===== config.mk =====
export PLATFORM = sky130hd
export DESIGN_NAME = ioctl_rom_sink_flat
export DESIGN_NICKNAME = d
export VERILOG_FILES = /design/src/rtl/ioctl_rom_sink_if.sv /design/src/rtl/ioctl_rom_sink.sv /design/src/flat_wrapper.sv
export SDC_FILE = /design/constraint.sdc
export NUM_CORES = 1
export LEC_CHECK = 0
export ABC_CLOCK_PERIOD_IN_PS = 5000
export CAP_MARGIN = 20
export CELL_PAD_IN_SITES_DETAIL_PLACEMENT = 1
export CELL_PAD_IN_SITES_GLOBAL_PLACEMENT = 1
export CORE_MARGIN = 2
export CORE_UTILIZATION = 42
export CTS_CLUSTER_SIZE = 30
export DETAILED_ROUTE_END_ITERATION = 6
export HOLD_SLACK_MARGIN = 0.15
export PLACE_DENSITY_LB_ADDON = 0.12
export SKIP_CTS_REPAIR_TIMING = 1
export SLEW_MARGIN = 25
export SYNTH_ARGS = -nofsm -noshare
export SYNTH_HDL_FRONTEND = slang
export SYNTH_SLANG_ARGS = --single-unit

===== constraint.sdc =====
create_clock -name i_EMU_MCLK -period 5 [get_ports i_EMU_MCLK]
set_input_delay 1.25 -clock i_EMU_MCLK [delete_from_list [all_inputs] [get_ports i_EMU_MCLK]]
set_output_delay 1.25 -clock i_EMU_MCLK [all_outputs]
set_load 0.02 [all_outputs]

===== src/rtl/ioctl_rom_sink_if.sv =====
// Bundle between hps_io's download stream, the ROM sink and the SDRAM write port.
// Both sides use valid/ready semantics. A byte transfers on a rising edge where
// ioctl_wr & ioctl_download & !ioctl_wait. A write transfers on the edge where
// o_SDRAM_REQ & i_SDRAM_ACK, and REQ/ADDR/DATA/BE hold steady until then.
interface ioctl_rom_sink_if #(
  parameter int AW = 24
);
  logic [15:0]   ioctl_index;
  logic          ioctl_download;
  logic [26:0]   ioctl_addr;
  logic [7:0]    ioctl_data;
  logic          ioctl_wr;
  logic          ioctl_wait;
  logic          o_SDRAM_REQ;
  logic [AW-1:0] o_SDRAM_ADDR;
  logic [15:0]   o_SDRAM_DATA;
  logic [1:0]    o_SDRAM_BE;
  logic          i_SDRAM_ACK;

  modport master (
    output ioctl_index, ioctl_download, ioctl_addr, ioctl_data, ioctl_wr, i_SDRAM_ACK,
    input  ioctl_wait, o_SDRAM_REQ, o_SDRAM_ADDR, o_SDRAM_DATA, o_SDRAM_BE
  );

  modport slave (
    input  ioctl_index, ioctl_download, ioctl_addr, ioctl_data, ioctl_wr, i_SDRAM_ACK,
    output ioctl_wait, o_SDRAM_REQ, o_SDRAM_ADDR, o_SDRAM_DATA, o_SDRAM_BE
  );
endinterface


===== src/rtl/ioctl_rom_sink.sv =====
// Packs a byte-wide hps_io ROM download into 16-bit SDRAM word writes and
// captures a small DIP-switch image from a second download index.
module ioctl_rom_sink #(
  parameter logic [15:0] ROM_INDEX = 16'd0,
  parameter logic [15:0] DIP_INDEX = 16'd254,
  parameter int          AW        = 24
) (
  input  logic              i_EMU_MCLK,
  input  logic              i_EMU_RST_n,
  ioctl_rom_sink_if.slave   bus,
  output logic [63:0]       o_DIPSW,
  output logic              o_ROM_READY,
  output logic              o_LOADING,
  output logic [1:0]        state_dbg
);
  typedef enum logic [1:0] {IDLE = 2'd0, WRITE = 2'd1, FLUSH = 2'd2, FINISH = 2'd3} state_t;

  state_t        state_q, state_d;
  logic          req_q, req_d;
  logic [AW-1:0] addr_q, addr_d;
  logic [15:0]   data_q, data_d;
  logic [1:0]    be_q, be_d;
  logic          wait_q, wait_d;
  logic          pend_v_q, pend_v_d;
  logic [AW-1:0] pend_a_q, pend_a_d;
  logic [7:0]    pend_b_q, pend_b_d;
  logic          hold_v_q, hold_v_d;
  logic [AW-1:0] hold_w_q, hold_w_d;
  logic          hold_hi_q, hold_hi_d;
  logic [7:0]    hold_b_q, hold_b_d;
  logic          end_q, end_d;
  logic          loading_q;
  logic          ready_q, ready_d;
  logic [63:0]   dip_q, dip_d;

  logic          rom_active, take, rom_take, dip_take, dl_start, dl_end;
  logic          src_v, src_hi;
  logic [AW-1:0] src_w;
  logic [7:0]    src_b;

  assign rom_active = bus.ioctl_download && (bus.ioctl_index == ROM_INDEX);
  assign take       = bus.ioctl_wr && bus.ioctl_download && !wait_q;
  assign rom_take   = take && (bus.ioctl_index == ROM_INDEX);
  assign dip_take   = take && (bus.ioctl_index == DIP_INDEX) && (bus.ioctl_addr[26:3] == '0);
  assign dl_start   = rom_active && !loading_q;
  assign dl_end     = loading_q && !rom_active;

  // A byte parked behind a flush is replayed before any new byte is taken.
  assign src_v  = hold_v_q || rom_take;
  assign src_w  = hold_v_q ? hold_w_q  : bus.ioctl_addr[AW:1];
  assign src_hi = hold_v_q ? hold_hi_q : bus.ioctl_addr[0];
  assign src_b  = hold_v_q ? hold_b_q  : bus.ioctl_data;

  always_comb begin
    state_d   = state_q;
    req_d     = req_q;
    addr_d    = addr_q;
    data_d    = data_q;
    be_d      = be_q;
    pend_v_d  = pend_v_q;
    pend_a_d  = pend_a_q;
    pend_b_d  = pend_b_q;
    hold_v_d  = hold_v_q;
    hold_w_d  = hold_w_q;
    hold_hi_d = hold_hi_q;
    hold_b_d  = hold_b_q;
    end_d     = end_q || dl_end;
    ready_d   = ready_q;
    dip_d     = dip_q;

    case (state_q)
      IDLE: begin
        if (src_v) begin
          hold_v_d = 1'b0;
          if (pend_v_q && (src_w != pend_a_q)) begin
            state_d   = FLUSH;
            hold_v_d  = 1'b1;
            hold_w_d  = src_w;
            hold_hi_d = src_hi;
            hold_b_d  = src_b;
          end else if (!src_hi) begin
            pend_v_d = 1'b1;
            pend_a_d = src_w;
            pend_b_d = src_b;
          end else begin
            state_d  = WRITE;
            req_d    = 1'b1;
            addr_d   = src_w;
            data_d   = {src_b, pend_v_q ? pend_b_q : 8'h00};
            be_d     = pend_v_q ? 2'b11 : 2'b10;
            pend_v_d = 1'b0;
          end
        end else if (end_d) begin
          if (pend_v_q) begin
            state_d = FLUSH;
          end else begin
            state_d = FINISH;
            end_d   = 1'b0;
          end
        end
      end
      FLUSH: begin
        state_d  = WRITE;
        req_d    = 1'b1;
        addr_d   = pend_a_q;
        data_d   = {8'h00, pend_b_q};
        be_d     = 2'b01;
        pend_v_d = 1'b0;
      end
      WRITE: begin
        if (bus.i_SDRAM_ACK) begin
          req_d   = 1'b0;
          state_d = IDLE;
        end
      end
      FINISH: begin
        ready_d = 1'b1;
        state_d = IDLE;
      end
      default: state_d = IDLE;
    endcase

    if (dl_start) ready_d = 1'b0;
    if (dip_take) dip_d[{bus.ioctl_addr[2:0], 3'b000} +: 8] = bus.ioctl_data;

    // Registered so the stream stalls the very cycle after a word is completed.
    wait_d = (state_d != IDLE) || hold_v_d || end_d;
  end

  always_ff @(posedge i_EMU_MCLK) begin
    if (!i_EMU_RST_n) begin
      state_q   <= IDLE;
      req_q     <= 1'b0;
      addr_q    <= '0;
      data_q    <= '0;
      be_q      <= '0;
      wait_q    <= 1'b0;
      pend_v_q  <= 1'b0;
      pend_a_q  <= '0;
      pend_b_q  <= '0;
      hold_v_q  <= 1'b0;
      hold_w_q  <= '0;
      hold_hi_q <= 1'b0;
      hold_b_q  <= '0;
      end_q     <= 1'b0;
      loading_q <= 1'b0;
      ready_q   <= 1'b0;
      dip_q     <= '0;
    end else begin
      state_q   <= state_d;
      req_q     <= req_d;
      addr_q    <= addr_d;
      data_q    <= data_d;
      be_q      <= be_d;
      wait_q    <= wait_d;
      pend_v_q  <= pend_v_d;
      pend_a_q  <= pend_a_d;
      pend_b_q  <= pend_b_d;
      hold_v_q  <= hold_v_d;
      hold_w_q  <= hold_w_d;
      hold_hi_q <= hold_hi_d;
      hold_b_q  <= hold_b_d;
      end_q     <= end_d;
      loading_q <= rom_active;
      ready_q   <= ready_d;
      dip_q     <= dip_d;
    end
  end

  assign bus.ioctl_wait   = wait_q;
  assign bus.o_SDRAM_REQ  = req_q;
  assign bus.o_SDRAM_ADDR = addr_q;
  assign bus.o_SDRAM_DATA = data_q;
  assign bus.o_SDRAM_BE   = be_q;
  assign o_DIPSW          = dip_q;
  assign o_ROM_READY      = ready_q;
  assign o_LOADING        = loading_q;
  assign state_dbg        = state_q;
endmodule


===== src/flat_wrapper.sv =====
// flat-port wrapper written by rule: the top's interface ports become plain ports
module ioctl_rom_sink_flat 
#(
  parameter logic [15:0] ROM_INDEX = 16'd0,
  parameter logic [15:0] DIP_INDEX = 16'd254,
  parameter int          AW        = 24
)
  (i_EMU_MCLK, i_EMU_RST_n, o_DIPSW, o_ROM_READY, o_LOADING, state_dbg, bus_ioctl_index, bus_ioctl_download, bus_ioctl_addr, bus_ioctl_data, bus_ioctl_wr, bus_i_SDRAM_ACK, bus_ioctl_wait, bus_o_SDRAM_REQ, bus_o_SDRAM_ADDR, bus_o_SDRAM_DATA, bus_o_SDRAM_BE);
  ioctl_rom_sink_if #(.AW(AW)) bus_i ();
  input  logic i_EMU_MCLK;
  input  logic i_EMU_RST_n;
  output logic [63:0] o_DIPSW;
  output logic o_ROM_READY;
  output logic o_LOADING;
  output logic [1:0] state_dbg;
  input wire logic [$bits(bus_i.ioctl_index)-1:0] bus_ioctl_index;
  input wire logic [$bits(bus_i.ioctl_download)-1:0] bus_ioctl_download;
  input wire logic [$bits(bus_i.ioctl_addr)-1:0] bus_ioctl_addr;
  input wire logic [$bits(bus_i.ioctl_data)-1:0] bus_ioctl_data;
  input wire logic [$bits(bus_i.ioctl_wr)-1:0] bus_ioctl_wr;
  input wire logic [$bits(bus_i.i_SDRAM_ACK)-1:0] bus_i_SDRAM_ACK;
  output wire logic [$bits(bus_i.ioctl_wait)-1:0] bus_ioctl_wait;
  output wire logic [$bits(bus_i.o_SDRAM_REQ)-1:0] bus_o_SDRAM_REQ;
  output wire logic [$bits(bus_i.o_SDRAM_ADDR)-1:0] bus_o_SDRAM_ADDR;
  output wire logic [$bits(bus_i.o_SDRAM_DATA)-1:0] bus_o_SDRAM_DATA;
  output wire logic [$bits(bus_i.o_SDRAM_BE)-1:0] bus_o_SDRAM_BE;
  assign bus_i.ioctl_index = bus_ioctl_index;
  assign bus_i.ioctl_download = bus_ioctl_download;
  assign bus_i.ioctl_addr = bus_ioctl_addr;
  assign bus_i.ioctl_data = bus_ioctl_data;
  assign bus_i.ioctl_wr = bus_ioctl_wr;
  assign bus_i.i_SDRAM_ACK = bus_i_SDRAM_ACK;
  assign bus_ioctl_wait = bus_i.ioctl_wait;
  assign bus_o_SDRAM_REQ = bus_i.o_SDRAM_REQ;
  assign bus_o_SDRAM_ADDR = bus_i.o_SDRAM_ADDR;
  assign bus_o_SDRAM_DATA = bus_i.o_SDRAM_DATA;
  assign bus_o_SDRAM_BE = bus_i.o_SDRAM_BE;
  ioctl_rom_sink #(.ROM_INDEX(ROM_INDEX), .DIP_INDEX(DIP_INDEX), .AW(AW)) u_core (.i_EMU_MCLK(i_EMU_MCLK), .i_EMU_RST_n(i_EMU_RST_n), .bus(bus_i), .o_DIPSW(o_DIPSW), .o_ROM_READY(o_ROM_READY), .o_LOADING(o_LOADING), .state_dbg(state_dbg));
endmodule

==> impl_results.rst <==
.. list-table::
   :header-rows: 1

   * - Metric
     - Value
   * - Status
     - finished clean
   * - Antenna-violating nets left
     - 0
   * - Type of destination of the critical path
     - register
   * - Maximum count of clock buffers along a single path
     - 2
   * - Clock tree from TritonCTS
     - yes
   * - Hold Crit Class
     - reg -> reg
   * - Flip-flop and latch count after synthesis
     - 180
   * - Pwr dens
     - 281.3 nW/um2
   * - Die outline area
     - 20430 um2
   * - Standard cell core area
     - 18830 um2
   * - TritonCTS Sinks
     - 180
   * - Worst reg2reg path startpoint
     - u_core.hold_v_q
   * - Crit path launch type
     - primary input
   * - Antenna Cells
     - 0
   * - Post-route standard cell area excluding fillers
     - 10500 um2
   * - Clock buffers created by TritonCTS
     - 17
   * - Rel. slew slack
     - 39.46%
   * - R2r setup slk
     - 1470 ps
   * - Die span in y
     - 142.9 um
   * - First drt pass iteration count
     - 4
   * - CTS Root Buffer Type
     - sky130_fd_sc_hd__clkbuf_16
   * - DRC violations left
     - 0
   * - Peak-usage layer in the global routing report
     - met2
   * - Number of buffers inserted by port buffering
     - 167
   * - DR iter-0 viols
     - 279
   * - Hold path cells
     - 2
   * - End point of the critical path
     - u_core.pend_a_q[16]
   * - Max-cap viol count
     - 0
   * - Slew at the pin closest to its max-slew limit
     - 908.0 ps
   * - CP startpoint
     - bus_ioctl_index[10]
   * - Maximum number of pins on one net before global-route repair
     - 107
   * - Layout-stage area growth over the synthesis result
     - 29.56%
   * - Met1 capacity usage during global routing
     - 28.91%
   * - Layout Nets
     - 1080
   * - Leftover overflow at the end of global routing
     - 0
   * - Vias/cell
     - 5.120
   * - Met2 track utilization from global routing
     - 37.12%
   * - Top achievable clock speed
     - 0.2544 GHz
   * - Largest driver fanout on the critical path
     - 27
   * - Post-route clock period utilization
     - 78.60%
   * - I/O Pins
     - 168
   * - Fraction of synthesis flops using an asynchronous set or reset pin
     - 0%
   * - Met3 track utilization from global routing
     - 7.713%
   * - Worst endpoint required time
     - 5360 ps
   * - Setup violation total in the final timing report
     - 0
   * - Worst voltage drop across the vdd grid
     - 0.2419 mV
   * - Clock-pin transition on the worst setup and hold timing paths
     - 70 ps
   * - Average size of a mapped cell
     - 9.202 um2
   * - Number of unique standard cell types used by synthesis
     - 49
   * - Placer Congestion
     - 0.8080
   * - Initial antenna violation count
     - 0
   * - Clock skew
     - 10.35 ps
   * - Number of H-tree levels
     - 4
   * - Crit Path Class
     - in -> reg
   * - Latest clock arrival within the worst-skew pair
     - 440 ps
   * - Total of warnings raised by yosys
     - 0
   * - Syn_nets
     - 939
   * - Worst reg2reg path depth
     - 7
   * - RSZ-0062 raised after global routing
     - no
   * - Num rows
     - 50
   * - Width of the die
     - 142.9 um
   * - Worst endpoint data arrival time
     - 4290 ps
   * - Effective utilization at floorplan
     - 43.05%
   * - Vias in the first global route
     - 6794
   * - Placement Cell Area
     - 9916 um2
   * - Static leakage
     - 0.004243 uW
   * - Placed wire-length estimate
     - 15.93 mm
   * - Syn Std Cell Area
     - 8107 um2
   * - Flip-flop cell with the highest count after synthesis
     - sky130_fd_sc_hd__dfxtp_1
   * - Filler Cell Count
     - 2158
   * - Sum of routed wire length over all layers
     - 22.91 mm
   * - Final Max Tran Viols
     - 0
   * - Min cycle time layout
     - 3930 ps
   * - Register area share after synthesis
     - 44.45%
   * - Global-route total usage across every layer
     - 22.82%
   * - Wire length of the first global-routing pass
     - 36.57 mm
   * - Mean routed wirelength per cell
     - 17.69 um
   * - Terminus of the critical flop-to-flop path
     - u_core.pend_a_q[16]
   * - Hold violation total from the final report
     - 0
   * - Number of enable flip-flop cells after synthesis
     - 0
   * - Share of cells above drive strength 1
     - 5.411%
   * - Vias after detailed routing
     - 6630
   * - Instance count of the mapped netlist
     - 881
   * - Accumulated negative setup slack
     - 0 ps
layer usage:
metal | wire length, um | vias to the layer above
met5 | 0 | -
met4 | 302 | 0
met3 | 1690 | 27
met2 | 10380 | 157
met1 | 10540 | 3135
li1 | - | 3311
logic make-up (layout without fill, tap and decap cells):
family	Yosys count	in the layout	synth area share [%]
AND/OR/NAND/NOR	346	346	19.48
multiplexers	186	186	23.03
flip-flops	180	180	44.45
AO/OA/AOI/OAI	77	77	6.127
buffers and inverters	66	220	4.013
XOR/XNOR	24	24	2.593
adder cells (fa/ha/maj)	2	2	0.3086
flip-flops by register name, indices dropped and copies added (netlist names), 2 cells and up:
| signal | count |
|---|---|
| u_core.bus.o_SDRAM_ADDR | 24 |
| u_core.bus.o_SDRAM_BE | 2 |
| u_core.bus.o_SDRAM_DATA | 16 |
| u_core.hold_b_q | 8 |
| u_core.hold_w_q | 24 |
| u_core.o_DIPSW | 64 |
| u_core.pend_a_q | 24 |
| u_core.pend_b_q | 8 |
| u_core.state_dbg | 2 |
worst min-delay path by stage:
stage,start,to
2_1_floorplan,u_core.hold_b_q[0],u_core.hold_b_q[0]
3_3_place_gp,u_core.bus.o_SDRAM_BE[1],u_core.bus.o_SDRAM_BE[1]
3_5_place_dp,u_core.bus.o_SDRAM_DATA[4],u_core.bus.o_SDRAM_DATA[4]
4_1_cts,u_core.bus.o_SDRAM_ADDR[11],u_core.bus.o_SDRAM_ADDR[11]
5_1_grt,u_core.bus.o_SDRAM_ADDR[8],u_core.bus.o_SDRAM_ADDR[8]
6_report,u_core.bus.o_SDRAM_ADDR[10],u_core.bus.o_SDRAM_ADDR[10]
through the flow:
| step | power (uW) | setup WS [ps] | hold WS, ps | std cells | util (%) |
|---|---|---|---|---|---|
| 3_3_place_gp | 1638 | 698.4 | 445.1 | 1263 | 52.66 |
| 4_1_cts | 2987 | 1105 | 463.3 | 1295 | 55.75 |
| 2_1_floorplan | 1554 | 1532 | 437.7 | 881 | - |
| 5_1_grt | 3054 | 824.8 | 477.6 | 1295 | 55.77 |
| 6_report | 2955 | 1070 | 457.3 | 1295 | 55.77 |
| 3_5_place_dp | 1639 | 667.6 | 451.3 | 1263 | 52.66 |
critical path: stages:
cell and delay [ps]:
sky130_fd_sc_hd__clkdlybuf4s50_1 410, sky130_fd_sc_hd__nor4_1 590, sky130_fd_sc_hd__and3_1 280, sky130_fd_sc_hd__a31oi_1 280, sky130_fd_sc_hd__nor4_4 620, sky130_fd_sc_hd__a21o_1 190, sky130_fd_sc_hd__buf_4 390, sky130_fd_sc_hd__mux2i_1 250
layout by cell type (no fill, tap or decap), drive strengths merged, types with 3 or more instances in the layout:
master | synthesis | final
clkdlybuf4s50 | 0 | 166
nor2 | 80 | 80
and2 | 13 | 13
nor2b | 4 | 4
buf | 19 | 13
a211oi | 17 | 17
nand2 | 173 | 173
clkbuf | 38 | 18
nor4 | 15 | 15
clkinv | 0 | 6
inv | 9 | 13
or4 | 3 | 3
nand2b | 25 | 25
o21ai | 29 | 29
nand4 | 6 | 6
dfxtp | 180 | 180
xnor2 | 24 | 24
nand4b | 4 | 4
and4b | 3 | 3
nand3 | 5 | 5
o22ai | 8 | 8
a31oi | 4 | 4
mux2i | 185 | 185
nor3 | 8 | 8
a21oi | 5 | 5
Yosys cell counts (all sizes together), types with 3 or more instances:
master	instances	area (um2)
nand3	5	25.02
nand2b	25	156.4
o22ai	8	50.05
buf	19	148.9
nor2	80	300.3
nor3	8	40.04
nor4	15	108.9
mux2i	185	1856
a21oi	5	25.02
and4b	3	30.03
dfxtp	180	3603
or4	3	30.03
a31oi	4	25.02
inv	9	33.78
a211oi	17	127.6
nand2	173	649.4
clkbuf	38	142.6
o21ai	29	145.1
nand4	6	43.79
nand4b	4	35.03
xnor2	24	210.2
nor2b	4	25.02
and2	13	81.33
final cells by class:
class,instances,area (um2),area share [%]
inverter,9,33.78,0.3217
clock buffer,18,429.2,4.086
tap,260,325.3,3.097
clock inverter,14,153.9,1.465
timing repair buffer,179,1775,16.90
multi-input combinational,635,4180,39.80
sequential,180,3605,34.32
where the power goes:
part           internal [uW]  switching (uW)
Sequential              1430         0.00234
Combinational           73.1             101
Clock                    744             604
Total                   2250             705
Power figures use the tool's default switching activity.
